===== config.mk =====
export PLATFORM = sky130hd
export DESIGN_NAME = uart_rx_ctrl
export DESIGN_NICKNAME = d
export VERILOG_FILES = /design/src/rtl/uart_rx_ctrl.sv
export SDC_FILE = /design/constraint.sdc
export NUM_CORES = 1
export LEC_CHECK = 0
export CORE_AREA = 5 5 77 79
export DETAILED_ROUTE_END_ITERATION = 8
export DIE_AREA = 0 0 82 84
export PLACE_DENSITY_LB_ADDON = 0.12
export SKIP_LAST_GASP = 1
export SYNTH_ARGS = -nofsm -noshare
export SYNTH_HDL_FRONTEND = slang
export SYNTH_SLANG_ARGS = --single-unit

===== constraint.sdc =====
create_clock -name clk -period 3.9 [get_ports clk]
set_input_delay 0.78 -clock clk [delete_from_list [all_inputs] [get_ports clk]]
set_output_delay 0.78 -clock clk [all_outputs]
set_load 0.02 [all_outputs]

===== src/rtl/uart_rx_ctrl.sv =====
// 8N1 UART receiver: 2-flop synchronizer, falling-edge start detection,
// mid-bit sampling and registered frame status pulses.
module uart_rx_ctrl #(
    parameter int unsigned CLKS_PER_BIT = 434
) (
    input  logic       clk,
    input  logic       rst,
    input  logic       rx_in,
    output logic       rx_en,
    output logic [9:0] bit_cnto,
    output logic       sample_stb,
    output logic [7:0] rx_data,
    output logic       rx_valid,
    output logic       frame_err
);

    localparam logic [9:0] HALF_M1 = 10'(CLKS_PER_BIT / 2 - 1);
    localparam logic [9:0] FULL_M1 = 10'(CLKS_PER_BIT - 1);

    typedef enum logic [1:0] {IDLE, START, DATA, STOP} state_t;

    state_t      state_q, state_d;
    logic [9:0]  cnt_q, cnt_d;
    logic [3:0]  bit_q, bit_d;
    logic [7:0]  shift_q, shift_d;
    logic [7:0]  data_q, data_d;
    logic        en_q, en_d;
    logic        stb_q, stb_d;
    logic        vld_q, vld_d;
    logic        ferr_q, ferr_d;
    logic [1:0]  sync_q;
    logic        prev_q;
    logic        rx_s;

    assign rx_s = sync_q[1];

    always_ff @(posedge clk) begin
        if (rst) begin
            sync_q  <= 2'b11;
            prev_q  <= 1'b1;
            state_q <= IDLE;
            cnt_q   <= '0;
            bit_q   <= '0;
            shift_q <= '0;
            data_q  <= '0;
            en_q    <= 1'b0;
            stb_q   <= 1'b0;
            vld_q   <= 1'b0;
            ferr_q  <= 1'b0;
        end else begin
            sync_q  <= {sync_q[0], rx_in};
            prev_q  <= rx_s;
            state_q <= state_d;
            cnt_q   <= cnt_d;
            bit_q   <= bit_d;
            shift_q <= shift_d;
            data_q  <= data_d;
            en_q    <= en_d;
            stb_q   <= stb_d;
            vld_q   <= vld_d;
            ferr_q  <= ferr_d;
        end
    end

    always_comb begin
        state_d = state_q;
        cnt_d   = cnt_q;
        bit_d   = bit_q;
        shift_d = shift_q;
        data_d  = data_q;
        en_d    = en_q;
        stb_d   = 1'b0;
        vld_d   = 1'b0;
        ferr_d  = 1'b0;
        unique case (state_q)
            IDLE: begin
                cnt_d = '0;
                bit_d = '0;
                en_d  = 1'b0;
                // Edge required: a line stuck low must not retrigger.
                if (prev_q && !rx_s) state_d = START;
            end
            START: begin
                if (cnt_q == HALF_M1) begin
                    stb_d = 1'b1;
                    cnt_d = '0;
                    if (!rx_s) begin
                        state_d = DATA;
                        bit_d   = 4'd1;
                        en_d    = 1'b1;
                    end else begin
                        state_d = IDLE;
                    end
                end else begin
                    cnt_d = cnt_q + 10'd1;
                end
            end
            DATA: begin
                if (cnt_q == FULL_M1) begin
                    stb_d   = 1'b1;
                    cnt_d   = '0;
                    shift_d = {rx_s, shift_q[7:1]};
                    bit_d   = bit_q + 4'd1;
                    if (bit_q == 4'd8) state_d = STOP;
                end else begin
                    cnt_d = cnt_q + 10'd1;
                end
            end
            STOP: begin
                if (cnt_q == FULL_M1) begin
                    stb_d   = 1'b1;
                    cnt_d   = '0;
                    bit_d   = '0;
                    en_d    = 1'b0;
                    state_d = IDLE;
                    if (rx_s) begin
                        data_d = shift_q;
                        vld_d  = 1'b1;
                    end else begin
                        ferr_d = 1'b1;
                    end
                end else begin
                    cnt_d = cnt_q + 10'd1;
                end
            end
            default: state_d = IDLE;
        endcase
    end

    assign rx_en      = en_q;
    assign bit_cnto   = {6'd0, bit_q};
    assign sample_stb = stb_q;
    assign rx_data    = data_q;
    assign rx_valid   = vld_q;
    assign frame_err  = ferr_q;

endmodule


# After elaboration in Yosys (flattened, before gate mapping)
# Index checks and enable logic that the tools add are counted.
# word_totals
regBits	39
rom_bits	0
out_inout_bits	22
latch_bits	0
mem_count	0
ram_bits	0
input_bits	3
# classes
bitwise_logic	2
shift	0
n_eq_ne	12
mul	0
reduce_logical	11
add_sub_neg	2
mux	24
order_cmp	0
div_mod_pow	0
# ops
operator	count
10-bit one-hot mux with 3 select lines	1
10-bit 2-to-1 mux	2
4-bit 2-to-1 mux	4
4-bit one-hot mux with 4 select lines	1
2-bit 2-to-1 mux	6
2-bit != test, second input constant	6
10-bit by 1-bit adder with 10-bit output, second input constant	1
10-bit by 8-bit equality test with 1-bit output, second input constant	1
10-bit by 9-bit equality test with 1-bit output, second input constant	1
2-bit one-hot mux with 4 select lines	1
4-bit AND reduction	2
1-bit 2-to-1 mux	7
5-bit AND reduction	1
4-bit by 1-bit adder with 4-bit output, second input constant	1
2-bit equality test, second input constant	2
4-bit equality test, second input constant	1
1-bit one-hot mux with 3 select lines	1
3-bit AND reduction	1
3-bit nonzero test	1
3-bit OR reduction	1
2-bit by 1-bit equality test with 1-bit output, second input constant	1
2-bit logical NOT	1
1-bit NOT	2
1-bit one-hot mux with 2 select lines	1
4 further kinds	4

# Longest topological paths before layout
# Gate-level depths: netlist of run 1.
# logic_depth
ltp_word	4
ltp_mapped	6
depth_no_buf	6

# Least setup slack after synthesis of run 1
# OpenSTA, ideal clock, no wires.
# synth_path
path_kind	register -> register
from	register state_q[0]
to	register shift_q[7]
path_stages_with_launch	7
setup_time_ps	128
arrival_time_ps	1640
period_less_slack_ps	1768
path_buffers	0
setup_slack_ps	2132
path_cell_list	dfxtp_1 > inv_1 > ha_1 > inv_1 > nor4_4 > mux2i_1 > nor2_1
# synth_via
elab_chain_cells	2
# synth_rtl
item	line_no	rtl
start, declared	22	state_t state_q, state_d;
start signal, assigned	53	state_q <= state_d;
2-bit equality test	75	unique case (state_q)
2-bit AND reduction (no source line)	-	
end signal, assigned	56	shift_q <= shift_d;
end, declared	25	logic [7:0] shift_q, shift_d;
# No other way between the ends.
# A chain may end at the register's enable or synchronous reset.

# Worst setup path after layout of run 1
# layout_path
from	register bit_q[0]
to	output port bit_cnto[0]
# layout_rtl
item	line_no	rtl
start, declared	24	logic [3:0] bit_q, bit_d;
start signal, assigned	55	bit_q <= bit_d;
end, declared	10	output logic [9:0] bit_cnto,
# No word-level cell between the ends.

==> results summary, run 1 <==
The run finished with clean final reports. Synthesis inferred 39 register bits. The final number of setup-violating endpoints is 0. The count of routing violations after the opening detailed-route iteration came out at 61. The initial core utilization is a little over a third. The sequential share of power is roughly 50%. The kind of cell with the highest combined delay along the critical path is buffers and inverters. The count of pins on the block boundary came out at 25. The number of antenna diodes in the final layout is 0.

The final antenna-violating net count is 0. In this run switching power makes up 23.8% of total power. The core footprint is 0.00527 mm². The final-report max-slew violation count is 0. The number of fill cells in the layout came out at 544. The summed negative setup slack over all endpoints is 0 ns. The share of synthesized area in the top cell type comes to approximately 42%. The number of buffer and inverter instances along the worst setup path came out at 1. After detailed routing, the number of remaining DRC violations is 0.

Among all flip-flop cells after synthesis, the most frequent one is dfxtp_1. The maximum number of pins on one net before global-route repair came out at 24. The clock latency on the worst-skew pair is slightly below 0.3 ns. The worst slew margin relative to its limit is 51.5%.

The number of vias per cell after detailed routing came out at 4.92. The timing-limited maximum frequency is ~470 MHz. The net switching power of the design came out at 0.192 mW. The synthesis-to-layout area growth is 17.2%. TritonCTS built the clock tree. The number of input and output port buffers inserted is 18.

The dominant cell type by area after synthesis is dfxtp_1. The weighted congestion at the end of routability-driven global placement came out at 0.767. STA classifies the critical path endpoint as an output pin. The total length of routed wires came out at 3.89 mm. The internal power came out at 0.612 mW. The leakage dissipation is approximately 0.74 nW. Clock-pin slew was measured on the worst setup and hold paths at 0.08 ns. The total number of vias is 1443. The first global-routing pass estimated 6.56 mm of wire.

The synthesized netlist occupies a cell area of roughly 0.0019 mm². For the pin with the worst max-slew slack, the measured transition is 0.722 ns. The clock network power share came out at about two fifths. Between clock sinks in the finished design, the worst skew comes to between 0.003 and 0.004 ns.

The part of the power in combinational logic is 7.4%. In the final layout, the share of cells above drive strength 1 is under 10%. Among all stages on the critical path, the largest delay is contributed by clkdlybuf4s50_1. The number of setup buffers added after CTS came out at 0. The highest fanout seen on the critical path came out at 5.

The HPWL reported at the end of detailed placement came out at 2.77 mm. The number of iterations in the first detailed-routing pass came out at 4. The net count of the finished layout is 233. The global-route usage over all layers came out at between 10% and 20%.

The initialized floorplan defines 27 standard-cell rows. By count the netlist is led by 39 x dfxtp_1, 23 x nor2_1, 17 x nand3_1. The total power is just over 0.8 mW.

Setup repair after global routing left no endpoint under its margin. The number of enable flip-flop cells after synthesis came out at 0. The maximum clock insertion buffer count came out at 2. The cell sitting at the root of the clock tree is a clkbuf_8. The maximum vdd drop is approximately 0.17 mV.

The startpoint class of the critical path is a flop. The die is 82 µm wide. In this run, distinct cell masters in the synthesized netlist total 44.

The arrival time of the worst setup path came out at around 1.4 ns. The post-cts gate resize count is 0. By area the synthesized netlist is led by dfxtp_1 42%, ha_1 6.7%, mux2i_1 4.8%.

CTS built an H-tree with a depth of 2. The gate count of the mapped netlist came out at 203. The average instance area after synthesis is 9.26 µm². The number of global-route vias before repair is 1425.

The height of the die is between 80 and 90 µm. The total congestion overflow after global routing is 0. The CTS buffer count came out at 5.

The required time of the critical path came out at 3.12 ns. The max-cap violation count came out at 0. After layout, the minimum clock period comes to 2.13 ns. The type of the setup path with the least slack is reg -> out. On the worst path, the slowest cell contributes a delay of 0.64 ns. The share of flip-flops with an asynchronous set or reset came out at 0%. After layout, the worst path uses 54.6% of the clock period. The number of hold-slack violations in the final timing report is 0. The number of warning messages in the yosys log is 0. The power per unit of standard cell area came out at roughly 360 mW/mm². The number of antenna violations at the first check in global routing is 0.

Traced cell by cell, the critical path runs through clkdlybuf4s50_1. The tightest min-delay check is of the reg -> reg type. In this run, post-CTS hold repair placed 0 buffers.

The most numerous cell in the Yosys netlist is dfxtp_1. The final routed wire length divided by cell count is 13.3 µm. The count of clock tree sinks is 39. The sequential area share after synthesis came out at 41.5%. The area of the die is 0.00689 mm².
## power by group through the flow
stage	Combinational (mW)	Clock (mW)	Sequential (mW)
4_1_cts	0.0592	0.350	0.407
3_3_place_gp	0.0592	0	0.417
6_report	0.0597	0.337	0.407
3_5_place_dp	0.0588	0	0.417
2_1_floorplan	0.0501	0	0.415
5_1_grt	0.0664	0.368	0.408
## logic make-up (layout without fill, tap and decap cells)
group                      after synthesis  after routing  synth area share (%)
DFF                                     39             39                  41.5
buffers and inverters                   29             42                  7.52
adders and majority gates               10             10                  6.65
xor gates and xnor gates                 8              8                  3.73
and+or+nand+nor                         70             70                  22.0
AOI/OAI and AO/OA                       37             37                  13.6
muxes                                    9              9                  4.79
other                                    1              6                 0.199
## metrics by stage
| step | utilization (%) | cells | setup WS (ns) | cell area [µm²] | hold slack (ns) |
|---|---|---|---|---|---|
| floorplan | - | 208 | 2.13 | 1900 | 0.389 |
| global placement | 39.7 | 285 | 1.77 | 2090 | 0.413 |
| detailed placement | 39.7 | 285 | 1.75 | 2090 | 0.402 |
| CTS | 41.8 | 293 | 1.76 | 2200 | 0.430 |
| global route | 41.8 | 293 | 1.60 | 2200 | 0.450 |
| finish | 41.8 | 293 | 1.77 | 2200 | 0.423 |
## worst paths after layout
| check | slack (ns) | endpoint | startpoint | cells after the start |
|---|---|---|---|---|
| hold / removal | 0.42 | sync_q[1] | sync_q[0] | 1 |
| setup / recovery | 1.77 | bit_cnto[0] | bit_q[0] | 1 |
| setup reg to reg | 1.78 | bit_q[2] | cnt_q[2] | 4 |
| hold reg to reg | 0.42 | sync_q[1] | sync_q[0] | 1 |
## cell usage in the layout, fill, tap and decap left out, types with 3 or more instances in the layout
cell,n
dfxtp_1,39
conb_1,6
nand2_1,4
xnor2_1,7
nor2_1,23
a31oi_1,4
ha_1,10
nor4_1,4
clkbuf_8,5
nand4_1,3
clkdlybuf4s50_1,18
inv_1,15
nor3_1,3
o21ai_0,9
o31ai_1,3
nand3_1,17
a21oi_1,8
mux2i_1,9
## layer usage
layer | GRT usage (%) | vias to the layer above | part of all wire (%)
li1 | - | 741 | -
met1 | 15.5 | 673 | 50
met2 | 19.0 | 24 | 44
met3 | 3.78 | 5 | 4.8
met4 | 4.08 | 0 | 1.5
met5 | 0 | - | 0
## area by class of cell
class,instances,area (µm²),share of cell area [%]
Clock buffer,5,68.8,3.12
Clock inverter,3,43.8,1.99
Inverter,15,56.3,2.55
Multi-Input combinational cell,140,977,44.3
Sequential cell,39,781,35.4
Tap cell,72,90.1,4.09
Timing Repair Buffer,19,188,8.51
## registers in the layout, indices dropped and copies added, names as in the netlist, named ones only
register,count
cnt_q,10
rx_data,8
shift_q,8
bit_q,4
sync_q,2
frame_err,1
prev_q,1
rx_en,1
rx_valid,1
sample_stb,1
state_q,1
No activity file was read; power rests on OpenSTA's default activity.
==> inputs of run 2 (changes only) <==
Clock period 3.9 ns to 1.8 ns, I/O delays scaled along.
==> results summary, run 2 (synthesis gave the netlist of run 1 again) <==
The global-route track usage on met1 came out at 16.4%. The summed negative setup slack over all endpoints is 0 ns. In this run the register-to-register setup slack is 0.15 ns. Row generation in the floorplan step produced 27 rows. Power spread over the standard cell area amounts to roughly 690 mW/mm². The total number of vias came out at 1525. In this run the most used layer during global routing was met2. Across the run, the number of max-cap violations was 0. Dividing the detail-routed via count by the number of cells gives 4.94. The count of clock tree sinks is 39. The number of antenna cells inserted came out at 0. The final antenna-violating net count came out at 0.

The path class of the tightest hold or removal check is reg -> reg. In the layout the commonest cells are 38 x dfxtp_1, 23 x nor2_1, 18 x clkdlybuf4s50_1, 17 x nand3_1, 16 x buf_4. The worst hold path begins at sync_q[0]. Traced cell by cell, the critical path runs through clkdlybuf4s50_1. The final critical path takes up roughly 93% of the cycle. The final routed wire length divided by cell count came out at approximately 13 µm. The slowest stage of the critical path belongs to the cell clkdlybuf4s50_1. The number of hold-slack violations in the final timing report is 0. The width of the die is a little over 80 µm. The core footprint came out at between 0.005 and 0.006 mm². The start point of the critical path is bit_q[0]. The count of routing violations after the opening detailed-route iteration came out at 57. The maximum number of pins on one net before global-route repair is 14. The initial core utilization is 35.7%. cnt_q holds more flip-flops than any other register.

The startpoint identified for the worst register-to-register timing path is cnt_q[1]. The TritonCTS clock tree is yes. The final worst clock skew came out at 0.00520 ns.

The quantity of hold-fixing buffers added after cts is 0. The H-tree depth reported by CTS is 2. The number of buffer and inverter instances along the worst setup path is 1. STA classifies the critical path startpoint as a flop. For this run, the post-layout net count is 249. The synthesis-to-layout area growth is 23.9%.

The maximum vdd drop is 0.315 mV. The clock reaches the later pin of the worst-skew pair after 0.29 ns. The design draws roughly 1.6 mW. The setup path with the least slack is of type reg -> out. Setup repair after global routing left no endpoint under its margin. The highest fanout seen on the critical path came out at 5. STA puts the critical path data required time at 1.44 ns. The HPWL reported at the end of detailed placement is 2.98 mm. In the routed design, unresolved DRC markers number 0. The root buffer cell is clkbuf_8.

The maximum single-stage delay on the critical path is 0.63 ns. The run finished with clean final reports. The number of fill cells in the layout is ~550. The number of iterations in the first detailed-routing pass is 6. The wire length of the first global-routing pass is 6.78 mm. The CTS buffer count is 5. The post-cts gate resize count came out at 0. In the global route stage, met2 resource usage came out at 19.3%. Counting along the longest clock path gives a buffer depth of 2.

The timing-limited maximum frequency is 596 MHz. The final-report max-slew violation count is 0. The final number of setup-violating endpoints is 0. The area of the die came out at approximately 0.0069 mm². The height of the die is 84 µm. The total congestion overflow after global routing came out at 0. Global routing consumed, on the met3 layer, under 10% of the routing resources. The global-route usage over all layers is 12.5%. The arrival time of the worst setup path came out at 1.32 ns.

The leakage dissipation came out at 0.818 nW. The weighted congestion at the end of routability-driven global placement came out at 0.772. The most common cell after layout, fill and taps aside is dfxtp_1. The routed design has slightly below 4 mm of wire. After clock tree synthesis, the clock-pin slew on the worst setup and hold paths is 0.08 ns.

The number of global-route vias before repair came out at 1487. After layout, the minimum clock period comes to 1.68 ns. In this run the tool buffered the top-level ports with 18 buffer cells. The number of setup buffers added after CTS came out at 0. The worst setup path is captured at an output pin.

The number of antenna violations at the first check in global routing came out at 0. Of the cells placed in the final design, the portion with a size suffix greater than 1 is roughly 15%. Grouping stages by cell kind, the critical path spends the most delay in buffers and inverters. The count of pins on the block boundary came out at 25. The flip-flop count of the largest register, all copies and words added came out at 10.
==> run 2: cell count changes in the layout (fill, tap and decap cells not counted) <==
cell	previous run	this run
buf_12	0	1
buf_4	1	16
nor4bb_1	1	0
bufinv_16	1	0
clkinv_4	1	0
dfxtp_2	0	1
dfxtp_1	39	38
nor4bb_2	0	1
nand4b_2	1	0
clkinvlp_4	0	2
nand4b_4	0	1
==> run 2: final cells by class <==
cell class / instances / area, µm² / area share, %
well taps: 72 / 90.1 / 3.87
clock buffers: 5 / 68.8 / 2.95
repair buffers: 35 / 320 / 13.7
flip-flops and latches: 39 / 782 / 33.6
inverters: 15 / 56.3 / 2.42
multi-input cells: 140 / 992 / 42.6
clock inverters: 3 / 20.0 / 0.859
==> run 2: power by group <==
part	total, mW	switching, mW	leakage, nW	internal [mW]
clock	0.581	0.312	0.0402	0.269
sequential	0.876	0.00525	0.315	0.871
combinational	0.155	0.0944	0.462	0.0601
total	1.61	0.412	0.818	1.20
==> run 2: final timing paths <==
| kind | endpoint | depth (start not counted) |
|---|---|---|
| setup / recovery | bit_cnto[0] | 1 |
| hold / removal | sync_q[1] | 1 |
| setup reg to reg | bit_q[2] | 7 |
| hold reg to reg | sync_q[1] | 1 |
==> run 2: metrics by stage <==
step                      util (%)  cells  setup WS [ns]  instance area [µm²]  hold WS [ns]
after floorplan                  -    208         0.0321                 1900         0.389
after global placement        42.2    301          0.115                 2220         0.406
after detailed placement      42.2    301         0.0833                 2220         0.405
after CTS                     43.9    309         0.0672                 2310         0.428
after global routing          44.2    309        0.00382                 2330         0.435
final                         44.2    309          0.121                 2330         0.423
==> run 2: per-layer routing <==
layer	vias up	wire length (µm)
li1	779	-
met1	720	2020
met2	20	1780
met3	6	123
met4	0	51
met5	-	0
==> inputs of run 3 (changes only) <==
Settings changed: SLEW_MARGIN set to 20.
==> results of run 3 <==
The final DEF is identical to that of run 2; final timing and power are the same.
